`src/rtl/layer2_weight_sequencer_if.sv`:
```
// layer2_weight_sequencer_if: weight stream, storage port and datapath handshake of the layer-2 weight sequencer.
interface layer2_weight_sequencer_if #(
    parameter int NODE_IDX_W       = 5,
    parameter int WEIGHT_W         = 8,
    parameter int WEIGHTS_PER_NODE = 10
);
    localparam int DW = WEIGHTS_PER_NODE * WEIGHT_W;
    logic                  start_load;
    logic                  w_valid;
    logic [WEIGHT_W-1:0]   w_data;
    logic                  w_ready;
    logic                  start_infer;
    logic                  store_write_enable;
    logic [NODE_IDX_W-1:0] store_node_select;
    logic [DW-1:0]         store_write_data;
    logic [DW-1:0]         store_read_data;
    logic                  rd_valid;
    logic                  rd_ready;
    logic [NODE_IDX_W-1:0] rd_node;
    logic [DW-1:0]         rd_data;
    logic                  busy;
    logic                  weights_loaded;
    logic                  load_done;
    logic                  infer_done;
    modport slave (
        input  start_load, w_valid, w_data, start_infer, store_read_data, rd_ready,
        output w_ready, store_write_enable, store_node_select, store_write_data,
               rd_valid, rd_node, rd_data, busy, weights_loaded, load_done, infer_done
    );
    modport master (
        output start_load, w_valid, w_data, start_infer, store_read_data, rd_ready,
        input  w_ready, store_write_enable, store_node_select, store_write_data,
               rd_valid, rd_node, rd_data, busy, weights_loaded, load_done, infer_done
    );
endinterface

```
`src/rtl/layer2_weight_sequencer.sv`:
```
// layer2_weight_sequencer: packs a serial weight stream into the latch-based layer-2 weight bank and sweeps it for inference.
module layer2_weight_sequencer #(
    parameter int RELU_NODES       = 32,
    parameter int NODE_IDX_W       = 5,
    parameter int WEIGHT_W         = 8,
    parameter int WEIGHTS_PER_NODE = 10
) (
    input logic clk,
    input logic reset,
    layer2_weight_sequencer_if.slave bus
);
    localparam int DW = WEIGHTS_PER_NODE * WEIGHT_W;
    localparam int KW = $clog2(WEIGHTS_PER_NODE > 1 ? WEIGHTS_PER_NODE : 2);
    localparam logic [2:0] IDLE     = 3'd0;
    localparam logic [2:0] COLLECT  = 3'd1;
    localparam logic [2:0] SETUP    = 3'd2;
    localparam logic [2:0] WRITE    = 3'd3;
    localparam logic [2:0] HOLD     = 3'd4;
    localparam logic [2:0] RD_SETUP = 3'd5;
    localparam logic [2:0] RD_VALID = 3'd6;
    localparam logic [NODE_IDX_W-1:0] NODE_LAST = NODE_IDX_W'(RELU_NODES - 1);
    localparam logic [KW-1:0]         K_LAST    = KW'(WEIGHTS_PER_NODE - 1);

    logic [2:0]            r_state;
    logic [NODE_IDX_W-1:0] r_node;
    logic [KW-1:0]         r_k;
    logic [DW-1:0]         r_pack;
    logic                  r_loaded;
    logic                  r_load_done;
    logic                  r_infer_done;
    logic                  w_node_last;
    logic                  w_k_last;

    assign w_node_last = r_node == NODE_LAST;
    assign w_k_last    = r_k == K_LAST;

    // The packing register doubles as the storage write bus: it only changes in COLLECT,
    // so select and data are frozen across SETUP/WRITE/HOLD and hold their value afterwards.
    always_ff @(posedge clk) begin
        if (reset) begin
            r_state      <= IDLE;
            r_node       <= '0;
            r_k          <= '0;
            r_pack       <= '0;
            r_loaded     <= 1'b0;
            r_load_done  <= 1'b0;
            r_infer_done <= 1'b0;
        end else begin
            r_load_done  <= 1'b0;
            r_infer_done <= 1'b0;
            case (r_state)
                IDLE: begin
                    if (bus.start_load) begin
                        r_state  <= COLLECT;
                        r_node   <= '0;
                        r_k      <= '0;
                        r_loaded <= 1'b0;
                    end else if (bus.start_infer && r_loaded) begin
                        r_state <= RD_SETUP;
                        r_node  <= '0;
                    end
                end
                COLLECT: begin
                    if (bus.w_valid) begin
                        r_pack[r_k*WEIGHT_W +: WEIGHT_W] <= bus.w_data;
                        r_k     <= w_k_last ? '0 : r_k + 1'b1;
                        r_state <= w_k_last ? SETUP : COLLECT;
                    end
                end
                SETUP: r_state <= WRITE;
                WRITE: r_state <= HOLD;
                HOLD: begin
                    if (w_node_last) begin
                        r_state     <= IDLE;
                        r_loaded    <= 1'b1;
                        r_load_done <= 1'b1;
                    end else begin
                        r_state <= COLLECT;
                        r_node  <= r_node + 1'b1;
                    end
                end
                RD_SETUP: r_state <= RD_VALID;
                RD_VALID: begin
                    if (bus.rd_ready) begin
                        r_state      <= w_node_last ? IDLE : RD_SETUP;
                        r_node       <= w_node_last ? r_node : r_node + 1'b1;
                        r_infer_done <= w_node_last;
                    end
                end
                default: r_state <= IDLE;
            endcase
        end
    end

    assign bus.w_ready            = r_state == COLLECT;
    assign bus.store_write_enable = r_state == WRITE;
    assign bus.store_node_select  = r_node;
    assign bus.store_write_data   = r_pack;
    assign bus.rd_valid           = r_state == RD_VALID;
    assign bus.rd_node            = r_node;
    assign bus.rd_data            = bus.store_read_data;
    assign bus.busy               = r_state != IDLE;
    assign bus.weights_loaded     = r_loaded;
    assign bus.load_done          = r_load_done;
    assign bus.infer_done         = r_infer_done;
endmodule

```
`src/flat_wrapper.sv`:
```
// flat-port wrapper written by rule: the top's interface ports become plain ports
module layer2_weight_sequencer_flat 
#(
    parameter int RELU_NODES       = 32,
    parameter int NODE_IDX_W       = 5,
    parameter int WEIGHT_W         = 8,
    parameter int WEIGHTS_PER_NODE = 10
)
  (clk, reset, bus_start_load, bus_w_valid, bus_w_data, bus_start_infer, bus_store_read_data, bus_rd_ready, bus_w_ready, bus_store_write_enable, bus_store_node_select, bus_store_write_data, bus_rd_valid, bus_rd_node, bus_rd_data, bus_busy, bus_weights_loaded, bus_load_done, bus_infer_done);
  layer2_weight_sequencer_if #(.NODE_IDX_W(NODE_IDX_W), .WEIGHT_W(WEIGHT_W), .WEIGHTS_PER_NODE(WEIGHTS_PER_NODE)) bus_i ();
  input logic clk;
  input logic reset;
  input wire logic [$bits(bus_i.start_load)-1:0] bus_start_load;
  input wire logic [$bits(bus_i.w_valid)-1:0] bus_w_valid;
  input wire logic [$bits(bus_i.w_data)-1:0] bus_w_data;
  input wire logic [$bits(bus_i.start_infer)-1:0] bus_start_infer;
  input wire logic [$bits(bus_i.store_read_data)-1:0] bus_store_read_data;
  input wire logic [$bits(bus_i.rd_ready)-1:0] bus_rd_ready;
  output wire logic [$bits(bus_i.w_ready)-1:0] bus_w_ready;
  output wire logic [$bits(bus_i.store_write_enable)-1:0] bus_store_write_enable;
  output wire logic [$bits(bus_i.store_node_select)-1:0] bus_store_node_select;
  output wire logic [$bits(bus_i.store_write_data)-1:0] bus_store_write_data;
  output wire logic [$bits(bus_i.rd_valid)-1:0] bus_rd_valid;
  output wire logic [$bits(bus_i.rd_node)-1:0] bus_rd_node;
  output wire logic [$bits(bus_i.rd_data)-1:0] bus_rd_data;
  output wire logic [$bits(bus_i.busy)-1:0] bus_busy;
  output wire logic [$bits(bus_i.weights_loaded)-1:0] bus_weights_loaded;
  output wire logic [$bits(bus_i.load_done)-1:0] bus_load_done;
  output wire logic [$bits(bus_i.infer_done)-1:0] bus_infer_done;
  assign bus_i.start_load = bus_start_load;
  assign bus_i.w_valid = bus_w_valid;
  assign bus_i.w_data = bus_w_data;
  assign bus_i.start_infer = bus_start_infer;
  assign bus_i.store_read_data = bus_store_read_data;
  assign bus_i.rd_ready = bus_rd_ready;
  assign bus_w_ready = bus_i.w_ready;
  assign bus_store_write_enable = bus_i.store_write_enable;
  assign bus_store_node_select = bus_i.store_node_select;
  assign bus_store_write_data = bus_i.store_write_data;
  assign bus_rd_valid = bus_i.rd_valid;
  assign bus_rd_node = bus_i.rd_node;
  assign bus_rd_data = bus_i.rd_data;
  assign bus_busy = bus_i.busy;
  assign bus_weights_loaded = bus_i.weights_loaded;
  assign bus_load_done = bus_i.load_done;
  assign bus_infer_done = bus_i.infer_done;
  layer2_weight_sequencer #(.RELU_NODES(RELU_NODES), .NODE_IDX_W(NODE_IDX_W), .WEIGHT_W(WEIGHT_W), .WEIGHTS_PER_NODE(WEIGHTS_PER_NODE)) u_core (.clk(clk), .reset(reset), .bus(bus_i));
endmodule
```
`config.mk`:
```
export PLATFORM = sky130hd
export DESIGN_NAME = layer2_weight_sequencer_flat
export DESIGN_NICKNAME = d
export VERILOG_FILES = /design/src/rtl/layer2_weight_sequencer_if.sv /design/src/rtl/layer2_weight_sequencer.sv /design/src/flat_wrapper.sv
export SDC_FILE = /design/constraint.sdc
export NUM_CORES = 1
export LEC_CHECK = 0
export ABC_AREA = 1
export CAP_MARGIN = 30
export CORE_MARGIN = 1.5
export CORE_UTILIZATION = 40
export CTS_BUF_LIST = sky130_fd_sc_hd__clkbuf_2 sky130_fd_sc_hd__clkbuf_4 sky130_fd_sc_hd__clkbuf_8
export DETAILED_ROUTE_END_ITERATION = 6
export GPL_ROUTABILITY_DRIVEN = 0
export MAX_ROUTING_LAYER = met4
export PLACE_DENSITY_LB_ADDON = 0.08
export SYNTH_ARGS = -nofsm -noshare
export SYNTH_HDL_FRONTEND = slang
export SYNTH_SLANG_ARGS = --single-unit
```
`constraint.sdc`:
```
create_clock -name clk -period 3.1 [get_ports clk]
set_input_delay 0.775 -clock clk [delete_from_list [all_inputs] [get_ports clk]]
set_output_delay 0.775 -clock clk [all_outputs]
set_load 0.05 [all_outputs]
```
Yosys cells after proc, flatten, opt, wreduce, memory -nomap -nowiden --
Cells that the tools add are included.
Word-level totals: register bits after elaboration 95, latch bits 0, bits in writable memories 0, bits in read-only memories 0, bits of input ports 94, memories kept 0
Cells by class: add/sub/neg operators 3, multiply operators 0, div/mod/pow operators 0, order comparisons 0, equal/unequal tests 13, shifts and indexed selects 2, multiplexer cells 22, bitwise operators 3, reductions and logical operators 13
Operators by type and width (count):
- bitwise mux 80 bit | 1
- variable shift 8 x 34 -> 80 bit (first input constant) | 1
- variable part select 8 x 34 -> 80 bit | 1
- negator 7 -> 34 bit | 1
- one-hot mux 3 bit (7 select lines) | 1
- two-way mux 5 bit | 4
- two-way mux 3 bit | 5
- one-hot mux 5 bit (3 select lines) | 1
- two-way mux 4 bit | 3
- AND reduction 3 bit | 4
- equality test 3 bit (second input constant) | 3
- one-hot mux 4 bit (2 select lines) | 1
- equality test 3 x 2 -> 1 bit (second input constant) | 2
- inequality test 2 bit (second input constant) | 3
- nonzero test 3 bit | 2
- adder 5 x 1 -> 5 bit (second input constant) | 1
- equality test 5 bit (second input constant) | 1
- adder 4 x 1 -> 4 bit (second input constant) | 1
- equality test 4 bit (second input constant) | 1
- two-way mux 1 bit | 4
- nonzero test 2 bit | 2
- equality test 3 x 1 -> 1 bit (second input constant) | 1
- zero test 3 bit | 1
- inequality test 3 x 2 -> 1 bit (second input constant) | 1
- 8 further kinds | 10

Longest topological paths before layout --
depth in word-level cells 4, gate-level depth with buffers 13

Worst setup path before layout --
Ideal clock, no wire load.
path type register to register, start point register u_core.r_k[0], end point register u_core.r_pack[40], in the netlist u_core.bus.store_write_data[40], library setup time 0.116 ns, arrival 2.132 ns, data required time 2.984 ns, slack 0.852 ns, cell stages (with the launch flop) 13, buffers on the path 3, period minus slack after synthesis 2.248 ns, path through dfxtp_1 > buf_2 > clkbuf_1 > nor2_1 > ha_1 > buf_4 > inv_1 > a21oi_1 > nand2_4 > nor2_4 > inv_1 > nor2_1 > nor2_1
On the way: longest elaborated chain between the ends 3
RTL lines:
- from (decl) | RTL line layer2_weight_sequencer.sv:26 | logic [KW-1:0] r_k;
- from (signal assigned) | RTL line layer2_weight_sequencer.sv:66 | r_k <= w_k_last ? '0 : r_k + 1'b1;
- negator 7 -> 34 bit * | RTL line layer2_weight_sequencer.sv:65 | r_pack[r_k*WEIGHT_W +: WEIGHT_W] <= bus.w_data;
- variable part select 8 x 34 -> 80 bit / variable shift 8 x 34 -> 80 bit (equally long branches) | RTL line layer2_weight_sequencer.sv:65
- bitwise mux 80 bit * | RTL line layer2_weight_sequencer.sv:65
- to (signal, indexed assignment) | RTL line layer2_weight_sequencer.sv:65
- to (decl) | RTL line layer2_weight_sequencer.sv:27 | logic [DW-1:0] r_pack;
Mark *: on every way between the ends. The rest lies on a longest branch, timed or not. A chain may end at the register's enable or synchronous reset.

Worst setup path after layout --
start point register u_core.r_state[2], end point output port bus_rd_valid
On the way: longest elaborated chain between the ends 1
RTL lines:
- from (decl) | RTL line layer2_weight_sequencer.sv:24 | logic [2:0] r_state;
- from (signal assigned) | RTL line layer2_weight_sequencer.sv:67 | r_state <= w_k_last ? SETUP : COLLECT;
- from (signal assigned) | RTL line layer2_weight_sequencer.sv:85 | r_state <= w_node_last ? IDLE : RD_SETUP;
- equality test 3 bit | RTL line layer2_weight_sequencer.sv:99 | assign bus.rd_valid = r_state == RD_VALID;
- to (decl) | RTL line flat_wrapper.sv:23 | output wire logic [$bits(bus_i.rd_valid)-1:0] bus_rd_valid;
Every way passes these cells.

==> out/metrics.yaml <==
global_route:
  track_usage: 0.1978
  grt_pass1_vias: 3994
  antenna_found_initial: 0
  grt-ovfl-total: 0
  grt_pass1_wl_um: 19750
  grt_max_degree: 52
power_and_ir_drop:
  p_sw_mw: 1.798
  intPower_mw: 2.143
  p_clk_frac: 0.208
  p_sw_frac: 0.4562
  ir_drop_mv: 0.2485
  pwr-share-comb: 0.442
  p_leak_nw: 2.511
  total_power_mw: 3.940
  p_seq_frac: 0.350
  powerDensity_nw_per_um2: 674.6
yosys:
  synth_top_area_frac: 0.3776
  ys_ff_latch: 95
  synth_area_leaders: "dfxtp_1 (38%), nor2_1 (15%), buf_4 (13%)"
  syn_area_per_cell_um2: 7.093
  syn-cell-area_um2: 5036
  synth.net_count: 811
  yosysSeqAreaShare: 0.3776
  netlist_instances: 710
  yosys.area.top_type: "dfxtp_1"
  ys.warnings.count: 0
  netlist-cell-type-count: 34
finish:
  final_nets: 833
  final_cell_mix: "nor2_1 (195), clkdlybuf4s50_1 (110), dfxtp_1 (95)"
  final_area_um2: 5841
  regArea_um2: 1902
  multi_input_area_um2: 2173
  fillers: 1248
  final_common_cell: "nor2_1"
  syn2layout_area_growth_pct: 15.98
  diodes: 0
  drive_above_1_share: 0.07327
  post-route-util: 0.4802
detailed_routing:
  wirelength_um: 12470
  drt-initial-drc-count: 249
  postRouteAntennaNets: 0
  vias: 4387
  firstDrtPassIters: 5
  via_per_inst: 4.848
  wl_per_cell_um: 13.78
  drc: 0
setup_path:
  crit_chain: "nand2_1 -> nor2_2 -> clkdlybuf4s50_1"
  critPathCaptureType: "primary output"
  worst_setup_path_start_kind: "register"
  cp_slowest_stage_delay_ns: 0.82
  cp_max_fo: 8
  critPathSlowestCell: "clkdlybuf4s50_1"
  critPathRequiredTime_ns: 2.32
  criticalPathCategory: "register to primary output"
  crit_arrival_ns: 2.16
outcome:
  status: "finished, final reports clean"
place:
  dp.final_hpwl_um: 9077
  io_buffers: 110
  placed_cell_area_um2: 5642
run:
  maxCapViolCount: 0
clock_network:
  htreeDepth: 3
  cts_hold_buf: 0
  clock_path_buffers: 2
  numCtsBuffers: 9
  cts_tree: "done"
  cts_resized: 0
  cts.sinks: 95
  clk_pin_slew_worst_paths_ns: 0.09
  clockRootBuffer: "clkbuf_8"
  clk_latency_ns: 0.38
  postCtsSetupBuffers: 0
timing:
  report.final.slew_viol_count: 0
  rsz0062_at_grt: "false"
  fin_crit_ns: 2.936
  fin_skew_ns: 0.01447
  period_share: 0.9472
  setup_viol: 0
  slew_headroom: 0.6276
  finalSetupTns_ns: 0
  fmax_mhz: 340.6
  hold_viol: 0
  tightestPinTransition_ns: 0.5549
floorplanning:
  core_area_um2: 12160
  fp.dieH_um: 115.2
  die_area_um2: 13270
  core.rowCount: 40
  die_x_um: 115.2
  ios: 271
  initial_core_util: 0.4141
hold_path:
  hp-class: "register to register"
synth_stat cells:
cell type	count
nand2_1	87
nand4_1	13
buf_4	87
nand4_2	1
and3_1	1
nor2_1	195
o21ai_1	1
buf_1	3
o211ai_1	3
or2_2	1
dfxtp_1	95
clkbuf_1	8
nor2_8	2
xor2_1	1
nor3_4	3
inv_1	51
nand3_1	40
nand3_2	2
nor3_1	4
o21bai_1	7
nor4_1	1
nor2_2	3
nand3b_1	1
buf_6	3
nand3_4	1
inv_2	7
ha_1	7
nand2_2	5
buf_2	3
o21ai_0	56
a31oi_1	1
a21oi_1	9
nor2_4	7
nand2_4	1
critical path, delay by kind of cell, from the launching register on:
family | cells | cell delay, ns
simple gates | 2 | 0.41
flops | 1 | 0.55
buf+inv | 1 | 0.82
stage by stage:
stage / std cells / setup WS, ns / hold slack, ns
2_1_floorplan: 710 / 0.8521 / 0.5208
3_3_place_gp: 889 / 0.5617 / 0.4586
3_5_place_dp: 889 / 0.5545 / 0.4577
4_1_cts: 905 / 0.1338 / 0.4824
5_1_grt: 905 / 0.04227 / 0.4967
6_report: 905 / 0.1637 / 0.4763
power groups by stage:
stage / combinational (mW) / sequential, mW / clock (mW)
CTS: 1.74 / 1.38 / 0.850
finish: 1.74 / 1.38 / 0.821
floorplan: 1.53 / 1.52 / 0
detailed placement: 1.73 / 1.41 / 0
global route: 1.91 / 1.39 / 0.900
global placement: 1.72 / 1.40 / 0
area by class of cell:
type / instances / area share
Tap cell: 168 / 0.03599
Sequential cell: 95 / 0.3256
Clock inverter: 3 / 0.004499
Inverter: 58 / 0.03728
Clock buffer: 13 / 0.02956
Multi-Input combinational cell: 453 / 0.3721
Timing Repair Buffer: 115 / 0.1949
cells by family (layout without fill, tap and decap cells):
family                   count (synthesis)  in the layout  share of synthesized area
buffers and inverters                  162            189                     0.1908
XOR/XNOR                                 1              1                   0.001739
flip-flops                              95             95                     0.3776
AND/OR/NAND/NOR                        368            368                     0.3307
adder cells (fa/ha/maj)                  7              7                    0.01739
AO/OA/AOI/OAI                           77             77                    0.08174
registers in the layout (all words and copies together) (netlist names):
signal and flops:
u_core.bus.store_write_data 80, u_core.bus.load_done 1, u_core.bus.rd_node 5, u_core.bus.weights_loaded 1, u_core.bus.infer_done 1, u_core.r_k 4
u_core.r_state 3
final timing paths:
kind / start / endpoint / slack, ns / cells past startpoint
setup / recovery: u_core.r_state[2] / bus_rd_valid / 0.16 / 3
hold / removal: u_core.bus.store_write_data[4] / u_core.bus.store_write_data[4] / 0.48 / 2
setup reg to reg: u_core.r_k[1] / u_core.bus.store_write_data[71] / 0.74 / 8
hold reg to reg: u_core.bus.store_write_data[4] / u_core.bus.store_write_data[4] / 0.48 / 2
layer usage:
metal	part of all wire	vias up	global-route usage	wire, um
met5	0	-	-	0
met3	0.069	43	0.05851	857
met2	0.42	161	0.2810	5250
li1	-	2197	-	-
met1	0.48	1986	0.2577	6011
met4	0.028	0	0.09136	353
Note: power is estimated with default switching activity, not from simulation.
